`config.mk`:
```
export PLATFORM = sky130hd
export DESIGN_NAME = mm_ctrl_flat
export DESIGN_NICKNAME = d
export VERILOG_FILES = /design/src/rtl/mm_ctrl_pkg.sv /design/src/rtl/mm_ctrl_if.sv /design/src/rtl/mm_ctrl_load_align.sv /design/src/rtl/mm_ctrl.sv /design/src/flat_wrapper.sv
export SDC_FILE = /design/constraint.sdc
export NUM_CORES = 1
export LEC_CHECK = 0
export CORE_MARGIN = 10
export CORE_UTILIZATION = 45
export CTS_BUF_LIST = sky130_fd_sc_hd__clkbuf_16
export CTS_CLUSTER_DIAMETER = 60
export DETAILED_ROUTE_END_ITERATION = 8
export PLACE_DENSITY = 0.81
export SLEW_MARGIN = 20
export SYNTH_ARGS = -nofsm -noshare
export SYNTH_HDL_FRONTEND = slang
export SYNTH_SLANG_ARGS = --single-unit
```
`constraint.sdc`:
```
create_clock -name clk -period 5.3 [get_ports clk]
set_input_delay 1.325 -clock clk [delete_from_list [all_inputs] [get_ports clk]]
set_output_delay 1.325 -clock clk [all_outputs]
set_load 0.005 [all_outputs]
```
`src/rtl/mm_ctrl_pkg.sv`:
```
// Shared constants for the memory-stage controller: access-size codes, FSM states,
// and store strobe/data helpers.
package mm_ctrl_pkg;

    localparam logic [2:0] ACCESS_SZ_BYTE = 3'd0;
    localparam logic [2:0] ACCESS_SZ_HALF = 3'd1;
    localparam logic [2:0] ACCESS_SZ_WORD = 3'd2;

    typedef enum logic [1:0] {
        MM_IDLE = 2'd0,
        MM_REQ  = 2'd1,
        MM_WAIT = 2'd2,
        MM_DONE = 2'd3
    } mm_state_e;

    function automatic logic [1:0] bus_size(input logic [2:0] access_sz);
        case (access_sz)
            ACCESS_SZ_BYTE: bus_size = 2'd0;
            ACCESS_SZ_HALF: bus_size = 2'd1;
            default:        bus_size = 2'd2;
        endcase
    endfunction

    function automatic logic [3:0] store_strb(input logic [2:0] access_sz, input logic [1:0] offset);
        case (access_sz)
            ACCESS_SZ_BYTE: store_strb = 4'b0001 << offset;
            ACCESS_SZ_HALF: store_strb = 4'b0011 << {offset[1], 1'b0};
            default:        store_strb = 4'hF;
        endcase
    endfunction

    function automatic logic [31:0] store_data(input logic [2:0] access_sz, input logic [31:0] wdata);
        case (access_sz)
            ACCESS_SZ_BYTE: store_data = {4{wdata[7:0]}};
            ACCESS_SZ_HALF: store_data = {2{wdata[15:0]}};
            default:        store_data = wdata;
        endcase
    endfunction

endpackage

```
`src/rtl/mm_ctrl_if.sv`:
```
// Data-SRAM request bus (req/addr_ok/data_ok handshake) between mm_ctrl and the memory slave.
interface mm_ctrl_if;
    logic        data_sram_req;
    logic        data_sram_wr;
    logic [1:0]  data_sram_size;
    logic [3:0]  data_sram_wstrb;
    logic [31:0] data_sram_addr;
    logic [31:0] data_sram_wdata;
    logic        data_sram_addr_ok;
    logic        data_sram_data_ok;
    logic [31:0] data_sram_rdata;

    modport master (
        output data_sram_req, data_sram_wr, data_sram_size, data_sram_wstrb,
               data_sram_addr, data_sram_wdata,
        input  data_sram_addr_ok, data_sram_data_ok, data_sram_rdata
    );

    modport slave (
        input  data_sram_req, data_sram_wr, data_sram_size, data_sram_wstrb,
               data_sram_addr, data_sram_wdata,
        output data_sram_addr_ok, data_sram_data_ok, data_sram_rdata
    );
endinterface

```
`src/rtl/mm_ctrl_load_align.sv`:
```
// mm_load_align: moves the addressed byte/half of the read word to bit 0 and
// sign- or zero-extends it.
module mm_load_align
    import mm_ctrl_pkg::*;
(
    input  logic [31:0] rdata,
    input  logic [1:0]  offset,
    input  logic [2:0]  access_sz,
    input  logic        ld_unsigned,
    output logic [31:0] data
);

    logic [31:0] shifted;

    always_comb begin
        shifted = rdata >> {offset, 3'b000};
        case (access_sz)
            ACCESS_SZ_BYTE: data = ld_unsigned ? {24'b0, shifted[7:0]}
                                               : {{24{shifted[7]}}, shifted[7:0]};
            ACCESS_SZ_HALF: data = ld_unsigned ? {16'b0, shifted[15:0]}
                                               : {{16{shifted[15]}}, shifted[15:0]};
            default:        data = shifted;
        endcase
    end

endmodule

```
`src/rtl/mm_ctrl.sv`:
```
// mm_ctrl: memory-stage responder for EX load/store requests over the data-SRAM bus.
// Build option: define MM_LLSC_EN to enable LL.W/SC.W llbit semantics.
module mm_ctrl
    import mm_ctrl_pkg::*;
(
    input  logic        clk,
    input  logic        rst,
    input  logic        ex_valid,
    output logic        mm_allowin,
    input  logic        mm_re,
    input  logic        mm_we,
    input  logic [31:0] mm_addr,
    input  logic [31:0] mm_wdata,
    input  logic [2:0]  mm_access_sz,
    input  logic        mm_ld_unsigned,
    input  logic        mm_ll,
    input  logic        mm_sc,
    input  logic        ex_ale,
    input  logic [31:0] exe_out,
    input  logic        reg_d_wen,
    input  logic        llbit_clr,
    mm_ctrl_if.master   bus,
    input  logic        wb_allowin,
    output logic        mm_out_valid,
    output logic [31:0] mm_out,
    output logic        mm_reg_d_wen,
    output logic        mm_ale
);

    mm_state_e   state;
    logic        lat_re;
    logic        lat_sc;
    logic        lat_unsigned;
    logic        lat_reg_wen;
    logic [2:0]  lat_sz;
    logic [1:0]  lat_off;
    logic [31:0] lat_exe;
    logic [31:0] load_data;
    logic [31:0] done_out;
    logic        done_wen;
    logic        accept;
    logic        mem_op;
    logic        sc_fail;
    logic        bus_done;

    mm_load_align u_load_align (
        .rdata       (bus.data_sram_rdata),
        .offset      (lat_off),
        .access_sz   (lat_sz),
        .ld_unsigned (lat_unsigned),
        .data        (load_data)
    );

    assign mm_allowin = (state == MM_IDLE);
    assign accept     = ex_valid && mm_allowin;
    assign mem_op     = mm_re || mm_we;
    assign bus_done   = ((state == MM_REQ) && bus.data_sram_addr_ok && bus.data_sram_data_ok)
                     || ((state == MM_WAIT) && bus.data_sram_data_ok);

`ifdef MM_LLSC_EN
    logic llbit;
    logic lat_ll;

    assign sc_fail  = mm_sc && !llbit;
    assign done_out = lat_sc ? 32'd1 : (lat_re ? load_data : lat_exe);
    assign done_wen = lat_sc ? 1'b1 : lat_reg_wen;

    // A clear request beats an LL completing in the same cycle.
    always_ff @(posedge clk) begin
        if (rst)
            llbit <= 1'b0;
        else if (llbit_clr || (accept && mm_sc))
            llbit <= 1'b0;
        else if (bus_done && lat_ll)
            llbit <= 1'b1;
    end

    always_ff @(posedge clk) begin
        if (rst)
            lat_ll <= 1'b0;
        else if (accept)
            lat_ll <= mm_ll;
    end
`else
    logic unused_llsc;

    assign sc_fail     = 1'b0;
    assign done_out    = lat_re ? load_data : lat_exe;
    assign done_wen    = lat_reg_wen && !lat_sc;
    assign unused_llsc = mm_ll ^ llbit_clr;
`endif

    always_ff @(posedge clk) begin
        if (rst) begin
            state                <= MM_IDLE;
            bus.data_sram_req    <= 1'b0;
            bus.data_sram_wr     <= 1'b0;
            bus.data_sram_size   <= 2'd0;
            bus.data_sram_wstrb  <= 4'd0;
            bus.data_sram_addr   <= 32'd0;
            bus.data_sram_wdata  <= 32'd0;
            mm_out_valid         <= 1'b0;
            mm_out               <= 32'd0;
            mm_reg_d_wen         <= 1'b0;
            mm_ale               <= 1'b0;
            lat_re               <= 1'b0;
            lat_sc               <= 1'b0;
            lat_unsigned         <= 1'b0;
            lat_reg_wen          <= 1'b0;
            lat_sz               <= 3'd0;
            lat_off              <= 2'd0;
            lat_exe              <= 32'd0;
        end else begin
            case (state)
                MM_IDLE: begin
                    if (accept) begin
                        lat_re              <= mm_re;
                        lat_sc              <= mm_sc;
                        lat_unsigned        <= mm_ld_unsigned;
                        lat_reg_wen         <= reg_d_wen;
                        lat_sz              <= mm_access_sz;
                        lat_off             <= mm_addr[1:0];
                        lat_exe             <= exe_out;
                        bus.data_sram_addr  <= mm_addr;
                        bus.data_sram_wr    <= mm_we;
                        bus.data_sram_size  <= bus_size(mm_access_sz);
                        bus.data_sram_wstrb <= mm_we ? store_strb(mm_access_sz, mm_addr[1:0]) : 4'd0;
                        bus.data_sram_wdata <= store_data(mm_access_sz, mm_wdata);
                        if (mem_op && !ex_ale && !sc_fail) begin
                            state             <= MM_REQ;
                            bus.data_sram_req <= 1'b1;
                        end else begin
                            // Non-memory ops, misaligned accesses and failed SCs skip the bus.
                            state        <= MM_DONE;
                            mm_out_valid <= 1'b1;
                            mm_out       <= (sc_fail && !ex_ale) ? 32'd0 : exe_out;
                            mm_reg_d_wen <= !ex_ale && (sc_fail || reg_d_wen);
                            mm_ale       <= ex_ale;
                        end
                    end
                end
                MM_REQ: begin
                    if (bus.data_sram_addr_ok) begin
                        bus.data_sram_req <= 1'b0;
                        state <= bus.data_sram_data_ok ? MM_DONE : MM_WAIT;
                    end
                end
                MM_WAIT: begin
                    if (bus.data_sram_data_ok)
                        state <= MM_DONE;
                end
                MM_DONE: begin
                    if (wb_allowin) begin
                        state        <= MM_IDLE;
                        mm_out_valid <= 1'b0;
                        mm_reg_d_wen <= 1'b0;
                        mm_ale       <= 1'b0;
                    end
                end
                default: state <= MM_IDLE;
            endcase

            if (bus_done) begin
                mm_out_valid <= 1'b1;
                mm_out       <= done_out;
                mm_reg_d_wen <= done_wen;
                mm_ale       <= 1'b0;
            end
        end
    end

endmodule
```
`src/flat_wrapper.sv`:
```
// flat-port wrapper written by rule: the top's interface ports become plain ports
module mm_ctrl_flat import mm_ctrl_pkg::*;
  (clk, rst, ex_valid, mm_allowin, mm_re, mm_we, mm_addr, mm_wdata, mm_access_sz, mm_ld_unsigned, mm_ll, mm_sc, ex_ale, exe_out, reg_d_wen, llbit_clr, wb_allowin, mm_out_valid, mm_out, mm_reg_d_wen, mm_ale, bus_data_sram_req, bus_data_sram_wr, bus_data_sram_size, bus_data_sram_wstrb, bus_data_sram_addr, bus_data_sram_wdata, bus_data_sram_addr_ok, bus_data_sram_data_ok, bus_data_sram_rdata);
  mm_ctrl_if bus_i ();
  input  logic clk;
  input  logic rst;
  input  logic ex_valid;
  output logic mm_allowin;
  input  logic mm_re;
  input  logic mm_we;
  input  logic [31:0] mm_addr;
  input  logic [31:0] mm_wdata;
  input  logic [2:0] mm_access_sz;
  input  logic mm_ld_unsigned;
  input  logic mm_ll;
  input  logic mm_sc;
  input  logic ex_ale;
  input  logic [31:0] exe_out;
  input  logic reg_d_wen;
  input  logic llbit_clr;
  input  logic wb_allowin;
  output logic mm_out_valid;
  output logic [31:0] mm_out;
  output logic mm_reg_d_wen;
  output logic mm_ale;
  output wire logic [$bits(bus_i.data_sram_req)-1:0] bus_data_sram_req;
  output wire logic [$bits(bus_i.data_sram_wr)-1:0] bus_data_sram_wr;
  output wire logic [$bits(bus_i.data_sram_size)-1:0] bus_data_sram_size;
  output wire logic [$bits(bus_i.data_sram_wstrb)-1:0] bus_data_sram_wstrb;
  output wire logic [$bits(bus_i.data_sram_addr)-1:0] bus_data_sram_addr;
  output wire logic [$bits(bus_i.data_sram_wdata)-1:0] bus_data_sram_wdata;
  input wire logic [$bits(bus_i.data_sram_addr_ok)-1:0] bus_data_sram_addr_ok;
  input wire logic [$bits(bus_i.data_sram_data_ok)-1:0] bus_data_sram_data_ok;
  input wire logic [$bits(bus_i.data_sram_rdata)-1:0] bus_data_sram_rdata;
  assign bus_data_sram_req = bus_i.data_sram_req;
  assign bus_data_sram_wr = bus_i.data_sram_wr;
  assign bus_data_sram_size = bus_i.data_sram_size;
  assign bus_data_sram_wstrb = bus_i.data_sram_wstrb;
  assign bus_data_sram_addr = bus_i.data_sram_addr;
  assign bus_data_sram_wdata = bus_i.data_sram_wdata;
  assign bus_i.data_sram_addr_ok = bus_data_sram_addr_ok;
  assign bus_i.data_sram_data_ok = bus_data_sram_data_ok;
  assign bus_i.data_sram_rdata = bus_data_sram_rdata;
  mm_ctrl u_core (.clk(clk), .rst(rst), .ex_valid(ex_valid), .mm_allowin(mm_allowin), .mm_re(mm_re), .mm_we(mm_we), .mm_addr(mm_addr), .mm_wdata(mm_wdata), .mm_access_sz(mm_access_sz), .mm_ld_unsigned(mm_ld_unsigned), .mm_ll(mm_ll), .mm_sc(mm_sc), .ex_ale(ex_ale), .exe_out(exe_out), .reg_d_wen(reg_d_wen), .llbit_clr(llbit_clr), .bus(bus_i), .wb_allowin(wb_allowin), .mm_out_valid(mm_out_valid), .mm_out(mm_out), .mm_reg_d_wen(mm_reg_d_wen), .mm_ale(mm_ale));
endmodule
```
; Yosys cells after proc, flatten, opt, wreduce, memory -nomap -nowiden
; Cells that the tools add are included.
[word_totals]
register_bits = 150
out_inout_bits = 108
elab_cells = 97
input_bits = 145
[op_classes]
shift = 3
n_reduce_logical = 26
muxes = 35
eq_ne = 15
[op_table]
columns = operator, count
row1 = $mux 32, 7
row2 = $pmux 32 s2, 2
row3 = $shr 32x5->32, 1
row4 = $reduce_and 4->1, 4
row5 = $mux 1, 13
row6 = $ne 2x2->1 const B, 6
row7 = $mux 2, 5
row8 = $pmux 1 s2, 4
row9 = $pmux 2 s4, 1
row10 = $pmux 4 s2, 1
row11 = $reduce_bool 2->1, 4
row12 = $logic_and 1x1->1, 7
row13 = $eq 3x1->1 const B, 2
row14 = $logic_not 3->1, 2
row15 = $ne 3x3->1 const B, 2
row16 = $eq 2x2->1 const B, 2
row17 = $mux 4, 1
row18 = $pmux 2 s2, 1
row19 = $shl 1x2->4 const A, 1
row20 = $shl 2x2->4 const A, 1
row21 = $ne 3x2->1 const B, 1
row22 = $reduce_and 3->1, 1
row23 = $reduce_bool 3->1, 1
row24 = $eq 2x1->1 const B, 1
row25 = other kinds (6), 8

; Depth between registers and ports, before layout
[depth]
word_depth = 6
ltp_mapped = 9
ltp_nobuf = 6

; Hierarchy
; A second synthesis with hierarchy kept.
[hier_totals]
hier_cells = 850
area_unflattened_um2 = 7070.5
[by_module_without_submodules]
columns = mod, cells_per_inst, seq_area_each_um2, area_each_um2, n_inst
row1 = mm_ctrl, 748, 2962.8, 6298.5, 1
row2 = mm_load_align, 102, 0.0, 772.0, 1

; Worst setup path after synthesis
; Ideal clock, no wire load.
[synth_timing]
path_kind = in2reg
startpoint = in bus_data_sram_rdata[31]
endpoint = reg u_core.mm_out[15]
setup_slack_ns = 2.650
arrival_ns = 2.502
stages = 4
setup_ns = 0.147
cell_sequence = mux4_2 -> a2111oi_4 -> o21a_1 -> a2111oi_2
[synth_between]
elab_chain_len = 5
word_cells_on_any_way = 6
classes_between = shift: 1 / mux: 5
[synth_lines]
columns = item, line
row1 = from (decl), flat_wrapper.sv:34  ; input wire logic [$bits(bus_i.data_sram_rdata)-1:0] bus_data_sram_rdata;
row2 = $shr 32x5->32 *, mm_ctrl_load_align.sv:16  ; shifted = rdata >> {offset, 3'b000};
row3 = "$mux 32, on equally long branches", "mm_ctrl_load_align.sv:20, mm_ctrl_load_align.sv:18"
row4 = $pmux 32 s2 *, mm_ctrl_load_align.sv:17  ; case (access_sz)
row5 = $mux 32 *, mm_ctrl.sv:88  ; assign done_out = lat_re ? load_data : lat_exe;
row6 = $mux 32 *, mm_ctrl.sv:163  ; if (bus_done) begin
row7 = to (signal assigned), mm_ctrl.sv:136  ; mm_out <= (sc_fail && !ex_ale) ? 32'd0 : exe_out;
row8 = to (signal assigned), mm_ctrl.sv:165  ; mm_out <= done_out;
row9 = to (decl), mm_ctrl.sv:25  ; output logic [31:0] mm_out,
; Every way passes the cells marked *; elsewhere a longest branch is shown, timed or not.
; A chain may end at the register's enable or synchronous reset.

; Final worst setup path
[layout_timing]
startpoint = in ex_valid
endpoint = reg u_core.mm_out[18]
[layout_between]
elab_chain_len = 3
[layout_lines]
columns = item, line
row1 = from (decl), flat_wrapper.sv:7  ; input logic ex_valid;
row2 = $logic_and 1x1->1, mm_ctrl.sv:55  ; assign accept = ex_valid && mm_allowin;
row3 = $reduce_bool 2->1 (no source line), --
row4 = $reduce_and 3->1 (no source line), --
; No other way between the ends.

==> flow_metrics.env <==
export IMPL_status="finished, final reports clean"
export IMPL_path_class="in -> reg"
export IMPL_whs_path_depth=2
export IMPL_endpoint_kind="register"
export IMPL_routedWlPerCell_um=19.5
export IMPL_slew_limit_headroom_pct=28.3
export IMPL_cp_data_required_time_ns=5.61
export IMPL_place_inst=1201
export IMPL_numPortBuffers=250
export IMPL_cell_internal_pwr_mw=3.05
export IMPL_ys_seq_elements=148
export IMPL_r2r_end="u_core.mm_out[18]"
export IMPL_p_clk_share_pct=28.2
export IMPL_timing_setup_tns_ns=0
export IMPL_antenna_found_initial=0
export IMPL_grt_overflow_total=0
export IMPL_synth_enable_flop_cells=0
export IMPL_slew_violations=0
export IMPL_nets=1182
export IMPL_hp_class="reg -> reg"
export IMPL_power_leakage_nw=3.65
export IMPL_critPathMaxFanout=60
export IMPL_routed_via_density=5.60
export IMPL_ys_flop_type="dfxtp_1"
export IMPL_drive_gt1_share_pct=5.93
export IMPL_vias=6914
export IMPL_seq_area_frac_synth_pct=42.9
export IMPL_synth_top_cell_area_share_pct=42.9
export IMPL_fmax_mhz=293
export IMPL_synthTopCellsByArea="dfxtp_1 43%, nand2_1 10%, mux2i_1 8.4%"
export IMPL_htreeDepth=4
export IMPL_netlist_cell_type_count=44
export IMPL_post_cts_buffers=0
export IMPL_die_h_um=144
export IMPL_swShare_pct=33.2
export IMPL_start_util_pct=45.6
export IMPL_instances_no_fill=1234
export IMPL_utilization_pct=66.4
export IMPL_grt_max_degree=101
export IMPL_pin_count=253
export IMPL_ctsLongestPathBuffers=2
export IMPL_cts_tree="built"
export IMPL_hpwl_um=16800
export IMPL_multi_input_area_um2=3620
export IMPL_synth_area_leader_cell="dfxtp_1"
export IMPL_synthArstFlopShare_pct=0
export IMPL_hold_end="u_core.bus.data_sram_addr[8]"
export IMPL_fin_crit_sh_pct=64.4
export IMPL_cts_resized=0
export IMPL_rows=45
export IMPL_cts_clk_slew_worst_paths_ns=0.06
export IMPL_syn_inst=824
export IMPL_clkSinkCount=148
export IMPL_worstSetupStartpointType="primary input"
export IMPL_power_mw=4.56
export IMPL_diodes=0
export IMPL_ir_worst_vdd_v=0.000282
export IMPL_synth_area_um2=6910
export IMPL_switching_power_mw=1.52
export IMPL_min_from="u_core.bus.data_sram_addr[8]"
export IMPL_postSynthAreaPerCell_um2=8.39
export IMPL_rsz0062_at_grt="no"
export IMPL_syn_nets=973
export IMPL_rr_startpoint="u_core.state[1]"
export IMPL_dpl_cell_area_um2=9420
export IMPL_cts_hold_buf=0
export IMPL_cap_violations=0
export IMPL_grt_pass1_wl_um=36600
export IMPL_skew_ns=0.00873
export IMPL_syn_to_final_growth_pct=45.6
export IMPL_cts_made_buffers=17
export IMPL_final_cell_mix="249 x clkdlybuf4s50_1, 185 x nand2_1, 148 x dfxtp_1"
export IMPL_worst_pin_slew_ns=1.07
export IMPL_worst_r2r_cell_count=8
export IMPL_finalSetupViolations=0
export IMPL_drt_pre_antenna_iters=7
export IMPL_fp_dieW_um=144
export IMPL_seqPwrFrac_pct=33.5
export IMPL_drc=0
export IMPL_hold_viol=0
export IMPL_power_per_cell_area_nw_per_um2=453
export IMPL_place_congestion=0.823
export IMPL_grt_pass1_vias=6645
export IMPL_track_usage_pct=22.6
export IMPL_drt_iter0_markers=470
export IMPL_ys_warn_count=0
export IMPL_cp_arrival_ns=3.73
export IMPL_finalCriticalPeriod_ns=3.42
export IMPL_regToRegSetupSlack_ns=2.44
export IMPL_insertion_delay_ns=0.43
export IMPL_power_frac_comb_pct=38.3
export IMPL_core_um2=15100
export IMPL_die_area_um2=20700
export IMPL_root_buffer="clkbuf_16"
export IMPL_finalInstanceArea_um2=10100
export IMPL_ff_latch_area_um2=2960
export IMPL_ant_nets=0
export IMPL_layout_commonest_cell="clkdlybuf4s50_1"
export IMPL_nFillCells=1252
export IMPL_wirelength_um=24100
==> final cells by class <==
cell class | instances | area share (%)
clock buffers | 17 | 4.23
flip-flops and latches | 148 | 29.4
repair buffers | 260 | 25.8
well taps | 188 | 2.34
multi-input cells | 599 | 36.0
clock inverters | 15 | 1.94
inverters | 7 | 0.261
==> metal layers <==
layer  vias up  part of all wire (%)  global-route usage, %
li1       3343                     -                      -
met1      3221                    40                   26.3
met2       309                    47                   36.1
met3        41                    11                   8.68
met4         0                   2.8                   9.89
met5         -                     0                      0
==> kinds of logic after synthesis <==
group,count (synthesis),synth area share [%]
DFF,148,42.9
and+or+nand+nor,269,16.0
adders and majority gates,4,0.724
muxes,66,9.87
buffers and inverters,77,4.89
AOI/OAI and AO/OA,260,25.7
==> power by group through the flow <==
stage | clock (mW) | sequential [mW] | combinational, mW
finish | 1.29 | 1.53 | 1.75
global route | 1.35 | 1.55 | 1.91
CTS | 1.30 | 1.52 | 1.74
detailed placement | 0 | 1.54 | 1.72
global placement | 0 | 1.54 | 1.70
floorplan | 0 | 1.54 | 0.937
==> critical path, stage by stage <==
cell and delay, ns:
clkdlybuf4s50_1 0.53, nand2_4 0.14, buf_4 0.53, buf_4 0.54, nor3_1 0.12, o22a_1 0.21, a221oi_1 0.31
==> per-stage QoR <==
stage | hold WS (ns) | setup WS (ns)
global route | 0.468 | 1.76
global placement | 0.440 | 1.53
floorplan | 0.436 | 2.65
detailed placement | 0.446 | 1.46
CTS | 0.453 | 1.90
finish | 0.452 | 1.88
==> flip-flops by register name, indices dropped and copies added, names as in the netlist, 2 cells and up <==
name,count
u_core.bus.data_sram_wdata,32
u_core.lat_exe,32
u_core.mm_out,32
u_core.bus.data_sram_addr,31
u_core.bus.data_sram_wstrb,4
u_core.lat_sz,3
u_core.bus.data_sram_size,2
u_core.state,2
==> synth_stat cells (8+ instances only) <==
master,n
o22a_1,8
or3_1,8
mux2i_1,58
a22oi_1,13
o21bai_1,27
nor3_1,10
a311oi_1,9
a221oi_1,25
a211oi_1,11
o211ai_1,8
o21ai_0,32
nand2_1,187
nor2_1,46
o21a_1,9
buf_2,24
a21oi_1,94
dfxtp_1,148
clkbuf_1,39
==> worst max-delay path by stage <==
stage,start,to,slack [ns],cells after the start
final,ex_valid,u_core.mm_out[18],1.88,7
after floorplan,bus_data_sram_rdata[31],u_core.mm_out[15],2.65,4
after global routing,ex_valid,u_core.mm_out[20],1.76,7
after CTS,ex_valid,u_core.mm_out[25],1.90,7
after detailed placement,ex_valid,u_core.mm_out[20],1.46,7
after global placement,ex_valid,u_core.mm_out[18],1.53,7
(Power assumes the default switching activity.)
